File: src/rtl/riscv_pkg.sv
// riscv_pkg: shared loader state type and word-packing constants.
package riscv_pkg;
    typedef enum logic [1:0] {IDLE, FILL, WRITE, DONE} loader_state_t;
    localparam int BYTES_PER_WORD = 4;
    localparam int IDX_W          = $clog2(BYTES_PER_WORD);
endpackage

File: src/rtl/bram_word_loader_byte_packer.sv
// byte_packer: gathers little-endian bytes into one word; a flush zeroes the lanes
// that were not filled before the word is closed.
module byte_packer
    import riscv_pkg::*;
(
    input  logic                        clk,
    input  logic                        reset_n,
    input  logic                        clear,
    input  logic                        accept,
    input  logic                        flush,
    input  logic [7:0]                  data,
    output logic [8*BYTES_PER_WORD-1:0] word,
    output logic [IDX_W-1:0]            byte_idx,
    output logic                        word_full
);
    localparam int FW = IDX_W + 1;
    // bytes held once this cycle's byte (if any) is counted
    logic [FW-1:0] fill;
    assign fill      = {1'b0, byte_idx} + FW'(accept);
    assign word_full = fill == FW'(BYTES_PER_WORD);
    always_ff @(posedge clk or negedge reset_n)
        if (!reset_n) begin
            word     <= '0;
            byte_idx <= '0;
        end else begin
            byte_idx <= (clear || flush) ? '0 : fill[IDX_W-1:0];
            for (int k = 0; k < BYTES_PER_WORD; k++)
                if (accept && byte_idx == IDX_W'(k))
                    word[8*k+:8] <= data;
                else if (flush && FW'(k) >= fill)
                    word[8*k+:8] <= 8'h00;
        end
endmodule

File: src/rtl/bram_word_loader.sv
// bram_word_loader: packs a byte stream into 32-bit words written to consecutive BRAM
// addresses. Define LOADER_CHECKSUM_EN to add a running sum of written words.
module bram_word_loader
    import riscv_pkg::*;
#(
    parameter int SIZE       = 512,
    parameter int ADDR_WIDTH = 9,
    parameter int DATA_WIDTH = 32
) (
    input  logic                  clk,
    input  logic                  reset_n,
    input  logic                  start,
    input  logic [ADDR_WIDTH-1:0] base_addr,
    input  logic                  flush,
    input  logic                  s_valid,
    input  logic [7:0]            s_data,
    output logic                  s_ready,
    output logic                  ena,
    output logic                  wea,
    output logic [ADDR_WIDTH-1:0] addra,
    output logic [DATA_WIDTH-1:0] dia,
    output logic                  busy,
    output logic                  done,
    output logic [ADDR_WIDTH:0]   word_count
`ifdef LOADER_CHECKSUM_EN
    ,
    output logic [31:0]           checksum
`endif
);
    localparam int CW = ADDR_WIDTH + 1;
    loader_state_t    state, next_state;
    logic             accept, go, last, flush_pending, word_full;
    logic [IDX_W-1:0] byte_idx;
    logic             s_ready_d, ena_d, busy_d, done_d;

    if (DATA_WIDTH != 8 * BYTES_PER_WORD) begin : g_width_check
        $error("bram_word_loader: DATA_WIDTH must be 32");
    end
    if (2 ** ADDR_WIDTH < SIZE) begin : g_depth_check
        $error("bram_word_loader: ADDR_WIDTH too small for SIZE");
    end

    assign accept = s_valid && s_ready;
    assign go     = start && (state == IDLE || state == DONE);
    assign last   = addra == ADDR_WIDTH'(SIZE - 1);

    byte_packer u_packer (
        .clk      (clk),
        .reset_n  (reset_n),
        .clear    (go),
        .accept   (accept),
        .flush    (state == FILL && flush),
        .data     (s_data),
        .word     (dia),
        .byte_idx (byte_idx),
        .word_full(word_full)
    );

    always_ff @(posedge clk or negedge reset_n)
        if (!reset_n) state <= IDLE;
        else          state <= next_state;

    always_comb begin
        next_state = state;
        case (state)
            IDLE, DONE: next_state = start ? FILL : state;
            FILL:       next_state = (word_full || (flush && (accept || byte_idx != '0))) ? WRITE
                                   : flush ? DONE : FILL;
            WRITE:      next_state = (last || flush_pending || flush) ? DONE : FILL;
        endcase
    end

    // outputs are registered from the upcoming state so they line up with it
    always_comb begin
        s_ready_d = next_state == FILL;
        ena_d     = next_state == WRITE;
        busy_d    = next_state == FILL || next_state == WRITE;
        done_d    = next_state == DONE;
    end

    always_ff @(posedge clk or negedge reset_n)
        if (!reset_n) begin
            s_ready       <= 1'b0;
            ena           <= 1'b0;
            wea           <= 1'b0;
            busy          <= 1'b0;
            done          <= 1'b0;
            addra         <= '0;
            word_count    <= '0;
            flush_pending <= 1'b0;
        end else begin
            s_ready       <= s_ready_d;
            ena           <= ena_d;
            wea           <= ena_d;
            busy          <= busy_d;
            done          <= done_d;
            flush_pending <= state == FILL && flush;
            if (go) begin
                addra      <= base_addr;
                word_count <= '0;
            end else if (state == WRITE) begin
                word_count <= word_count + CW'(1);
                if (next_state == FILL) addra <= addra + ADDR_WIDTH'(1);
            end
        end

`ifdef LOADER_CHECKSUM_EN
    always_ff @(posedge clk or negedge reset_n)
        if (!reset_n)            checksum <= '0;
        else if (go)             checksum <= '0;
        else if (state == WRITE) checksum <= checksum + dia;
`endif
endmodule
File: config.mk
export PLATFORM = sky130hd
export DESIGN_NAME = bram_word_loader
export DESIGN_NICKNAME = d
export VERILOG_FILES = /design/src/rtl/riscv_pkg.sv /design/src/rtl/bram_word_loader_byte_packer.sv /design/src/rtl/bram_word_loader.sv
export SDC_FILE = /design/constraint.sdc
export NUM_CORES = 1
export LEC_CHECK = 0
export ABC_CLOCK_PERIOD_IN_PS = 2600
export CORE_ASPECT_RATIO = 2
export CORE_UTILIZATION = 43
export CTS_BUF_LIST = sky130_fd_sc_hd__clkbuf_4 sky130_fd_sc_hd__clkbuf_8 sky130_fd_sc_hd__clkbuf_16
export DETAILED_ROUTE_END_ITERATION = 12
export PLACE_DENSITY = 0.72
export SLEW_MARGIN = 25
export SYNTH_ARGS = -nofsm -noshare
export SYNTH_HDL_FRONTEND = slang
export SYNTH_SLANG_ARGS = --single-unit
File: constraint.sdc
create_clock -name clk -period 2.6 [get_ports clk]
set_clock_uncertainty 0.2 [all_clocks]
set_input_delay 0.78 -clock clk [delete_from_list [all_inputs] [get_ports clk]]
set_output_delay 0.78 -clock clk [all_outputs]
set_load 0.02 [all_outputs]
==> PnR_summary.wiki <==
{| class="wikitable"
! Metric !! Value
|-
| Run status || finished with violations
|-
| Failing checks || negative setup slack
|-
| P_sw || 1.800 mW
|-
| Final hold violation count || 0
|-
| Clock net sink count || 60
|-
| Instance area after placement || slightly below 4000 um^2
|-
| Via count normalized by instance count || 5.239
|-
| Deepest level of the CTS H-tree || 3
|-
| Initial antenna violation count || 0
|-
| Clock Power Share || roughly a quarter
|-
| Combinational cell fraction of total power || between 40% and 50%
|-
| Setup tns final || -1.584 ns
|-
| Gate count after technology mapping || 280
|-
| Startpoint types || primary input
|-
| Total core area || 6310 um^2
|-
| Achievable Freq || about 0.35 GHz
|-
| Post-synth net total || 313
|-
| Library cell used as clock root buffer || sky130_fd_sc_hd__clkbuf_16
|-
| Mean cell area of the mapped netlist || between 10 and 15 um^2
|-
| Number of max-slew violations in the final report || 0
|-
| Post-synthesis sequential element count || 60
|-
| Number of buffers inserted for hold repair after clock tree synthesis || 0
|-
| Arrival time worst endpoint || about 2.9 ns
|-
| DRC violation count after routing || 0
|-
| Global-route wire length before repair || between 10 and 15 mm
|-
| Sw Share || a little over a third
|-
| Portion of the clock cycle consumed by the worst path in the final layout || 109.0%
|-
| Nets@finish || between 400 and 500
|-
| Number of max-cap violations || 0
|-
| Slew HR || between 60 and 70%
|-
| Number of standard cells in the layout, taps in and fillers out || a little under 500
|-
| Distinct cell type count after synthesis || 38
|-
| Overall routed net length || ~7 mm
|-
| List of cells traversed by the critical path || buf_6, and2_4, ha_4, inv_2, ha_4, nor2_4, a221oi_2, o31a_1, ha_2, nand4_1, or4_1, a31oi_1
|-
| Number of global-route vias before repair || between 2,000 and 3,000
|-
| Final Setup Violations || 9
|-
| Synthesized cell area || 2803 um^2
|-
| Delay-heaviest family, CP || simple AND/OR/NAND/NOR gates
|-
| Period minus WS final || roughly 2.8 ns
|-
| Clock latency reported for the late side of the worst-skew pair || between 0.3 and 0.4 ns
|-
| Overflow left after global routing || 0
|-
| Portion of synthesized cell area occupied by the leading cell type || between 50% and 60%
|-
| Critical path's most frequent cell || sky130_fd_sc_hd__ha_4
|-
| Maximum vdd drop || 0.7221 mV
|-
| Chip Width || approximately 59 um
|-
| Routability-driven placement congestion ratio || roughly 0.80
|-
| Die extent in y || 116.2 um
|-
| PwrDens || 1184 nW/um^2
|-
| Portion of the post-synthesis area used by sequential elements || 53.57%
|-
| Diodes inserted || 0
|-
| Req. time, crit path || approximately 2.7 ns
|-
| Per-cell routed wire length || ~15 um
|-
| Pin count of the biggest net entering global routing || 44
|-
| HPWL reported at the end of detailed placement || roughly 5.4 mm
|-
| CTS max path bufs || 2
|-
| Lkg Pwr || 1.975 nW
|-
| Total buffers and inverters traversed by the critical path || 2
|-
| Detailed router's first-iteration violation count || roughly 170
|-
| Area Overhead vs Synth || 52.63%
|-
| Cell-internal power || approximately 3.3 mW
|-
| Setup repair after global routing missed its margin || yes
|-
| Worst-path maximum fanout || 5
|-
| Antenna Nets Post-Route || 0
|-
| Inserted Clock Buffers || 9
|-
| Yosys Warn Count || 0
|-
| Routed via count || roughly 2,500
|-
| Clock-pin transition on the worst setup and hold timing paths || ~0.050 ns
|-
| Largest stage delay on the critical path || 0.43 ns
|-
| Port bufs || 77
|-
| Top area cells in the synthesized netlist || sky130_fd_sc_hd__dfrtp_1, sky130_fd_sc_hd__nand2_1, sky130_fd_sc_hd__ha_1
|-
| Num rows || a little over 40
|-
| Cells after DPL || about 460
|-
| TritonCTS clock tree || built
|-
| Critical path type || primary input to register
|-
| Effective utilization at floorplan || between 40 and 50%
|-
| Worst hold path type || primary input to asynchronous set/reset pin
|-
| FF-to-FF setup slack || -0.07 ns
|-
| Type of element capturing the critical path || register
|-
| Top cell type by total area after synthesis || sky130_fd_sc_hd__dfrtp_1
|-
| Io pins || between 70 and 80
|-
| Cell area after layout || between 4000 and 5000 um^2
|-
| Overall Global Routing Usage || a little under a quarter
|-
| Number of iterations in the first detailed-routing pass || 4
|-
| Seq pwr share || about 28%
|-
| Fraction of layout instances using a drive strength above 1 || 15.95%
|-
| Critical-path cell with the highest stage delay || sky130_fd_sc_hd__or4_1
|-
| Minimum setup slack in the final design || -0.2349 ns
|-
| Pin slew with the least headroom to its limit || just under 0.5 ns
|-
| Full die area || around 6900 um^2
|}
cell families (layout without fill, tap and decap cells):
group	Yosys count	after routing	synth area share [%]
buf+inv	31	146	4.821
mux	4	4	1.429
xor+xnor	6	6	1.875
fa+ha+maj	11	11	4.911
compound gates	50	50	12.81
flops	60	60	53.57
simple gates	118	118	20.58
synth_stat cells:
cell,count
sky130_fd_sc_hd__and4_1,1
sky130_fd_sc_hd__o21bai_1,1
sky130_fd_sc_hd__nand2_1,55
sky130_fd_sc_hd__nand3_2,1
sky130_fd_sc_hd__a221oi_1,1
sky130_fd_sc_hd__a21oi_1,5
sky130_fd_sc_hd__nand4_1,5
sky130_fd_sc_hd__and4bb_1,1
sky130_fd_sc_hd__a41oi_4,1
sky130_fd_sc_hd__xnor2_1,3
sky130_fd_sc_hd__nor4_1,1
sky130_fd_sc_hd__buf_2,3
sky130_fd_sc_hd__xor2_1,3
sky130_fd_sc_hd__and2_1,2
sky130_fd_sc_hd__nand4b_1,1
sky130_fd_sc_hd__ha_1,11
sky130_fd_sc_hd__nand2b_1,2
sky130_fd_sc_hd__buf_6,1
sky130_fd_sc_hd__mux2i_1,4
sky130_fd_sc_hd__a31oi_1,5
sky130_fd_sc_hd__clkbuf_1,4
sky130_fd_sc_hd__and4b_1,2
sky130_fd_sc_hd__nor3_1,2
sky130_fd_sc_hd__nand3_1,20
sky130_fd_sc_hd__nand3b_1,1
sky130_fd_sc_hd__o31a_1,2
sky130_fd_sc_hd__or4_1,3
sky130_fd_sc_hd__buf_4,2
sky130_fd_sc_hd__or3_1,6
sky130_fd_sc_hd__nand4_2,1
sky130_fd_sc_hd__o31ai_1,13
sky130_fd_sc_hd__dfrtp_1,60
sky130_fd_sc_hd__a22o_1,8
sky130_fd_sc_hd__inv_1,21
sky130_fd_sc_hd__a211o_1,1
sky130_fd_sc_hd__and3_1,2
sky130_fd_sc_hd__o21ai_0,13
sky130_fd_sc_hd__nor2_1,12
sequential cells by signal (all words and copies together) (netlist names), 2 cells and up:
register	cells
u_packer.word	32
word_count	10
addra	9
state	2
u_packer.byte_idx	2
power by group through the flow:
stage	sequential, mW	clock, mW	combinational [mW]
finish	1.40	1.31	2.35
global route	1.43	1.38	2.54
CTS	1.40	1.33	2.33
detailed placement	1.41	0	2.24
global placement	1.40	0	2.21
floorplan	1.72	0	0.883
cell type report:
class / count / area [um^2]
clock buffer: 12 / 266.5
clock inverter: 4 / 70.07
fill: 526 / 2032
inverter: 21 / 78.83
multi-input combinational: 189 / 1234
sequential: 60 / 1501
tap: 86 / 107.6
timing repair buffer: 109 / 1020
metrics by stage:
stage / utilization, % / hold WS, ns / power [mW] / worst slack, ns
2_1_floorplan: - / 0.2844 / 2.600 / -0.4123
3_3_place_gp: 61.83 / 0.2793 / 3.610 / -0.9619
3_5_place_dp: 61.83 / 0.2853 / 3.657 / -1.048
4_1_cts: 67.58 / 0.1902 / 5.065 / -0.2789
5_1_grt: 67.80 / 0.2205 / 5.357 / -0.3211
6_report: 67.80 / 0.1956 / 5.063 / -0.2349
layout by cell type, fill, tap and decap left out, types with 3 or more instances in the layout:
| cell type | Yosys | final |
|---|---|---|
| sky130_fd_sc_hd__a21oi_1 | 5 | 5 |
| sky130_fd_sc_hd__a22o_1 | 8 | 8 |
| sky130_fd_sc_hd__a31oi_1 | 5 | 5 |
| sky130_fd_sc_hd__buf_4 | 2 | 31 |
| sky130_fd_sc_hd__clkbuf_16 | 0 | 9 |
| sky130_fd_sc_hd__clkbuf_8 | 0 | 3 |
| sky130_fd_sc_hd__clkdlybuf4s50_1 | 0 | 75 |
| sky130_fd_sc_hd__dfrtp_1 | 60 | 60 |
| sky130_fd_sc_hd__ha_1 | 11 | 8 |
| sky130_fd_sc_hd__inv_1 | 21 | 20 |
| sky130_fd_sc_hd__mux2i_1 | 4 | 4 |
| sky130_fd_sc_hd__nand2_1 | 55 | 55 |
| sky130_fd_sc_hd__nand3_1 | 20 | 19 |
| sky130_fd_sc_hd__nand4_1 | 5 | 5 |
| sky130_fd_sc_hd__nor2_1 | 12 | 11 |
| sky130_fd_sc_hd__o21ai_0 | 13 | 12 |
| sky130_fd_sc_hd__o31ai_1 | 13 | 12 |
| sky130_fd_sc_hd__or3_1 | 6 | 6 |
| sky130_fd_sc_hd__or4_1 | 3 | 3 |
| sky130_fd_sc_hd__xnor2_1 | 3 | 3 |
| sky130_fd_sc_hd__xor2_1 | 3 | 3 |
repair_timing:
action | 4_1_cts | 5_1_grt
gates resized for setup | 8 | 2
pin swaps | 8 | 4
endpoints found under the hold margin | 0 | 0
endpoints found under the setup margin | 21 | 9
buffers inserted | 2 | 0
worst paths after layout:
| check | start | end | cells past startpoint |
|---|---|---|---|
| max reg2reg | addra[0] | addra[7] | 11 |
| min in group clk | u_packer.word[10] | u_packer.word[10] | 2 |
| max | s_valid | addra[7] | 12 |
| min | reset_n | u_packer.word[24] | 1 |
| min reg2reg | u_packer.word[10] | u_packer.word[10] | 2 |
| max in group asynchronous | reset_n | addra[7] | 2 |
per-layer routing:
layer  share of wire, %  wire [um]  GRT usage, %
met1                 36       2590         22.40
met2                 55       3929         41.97
met3                4.6        330         6.866
met4                4.7        335         13.81
met5                  0          0             0
Note: power is estimated with default switching activity, not from simulation.
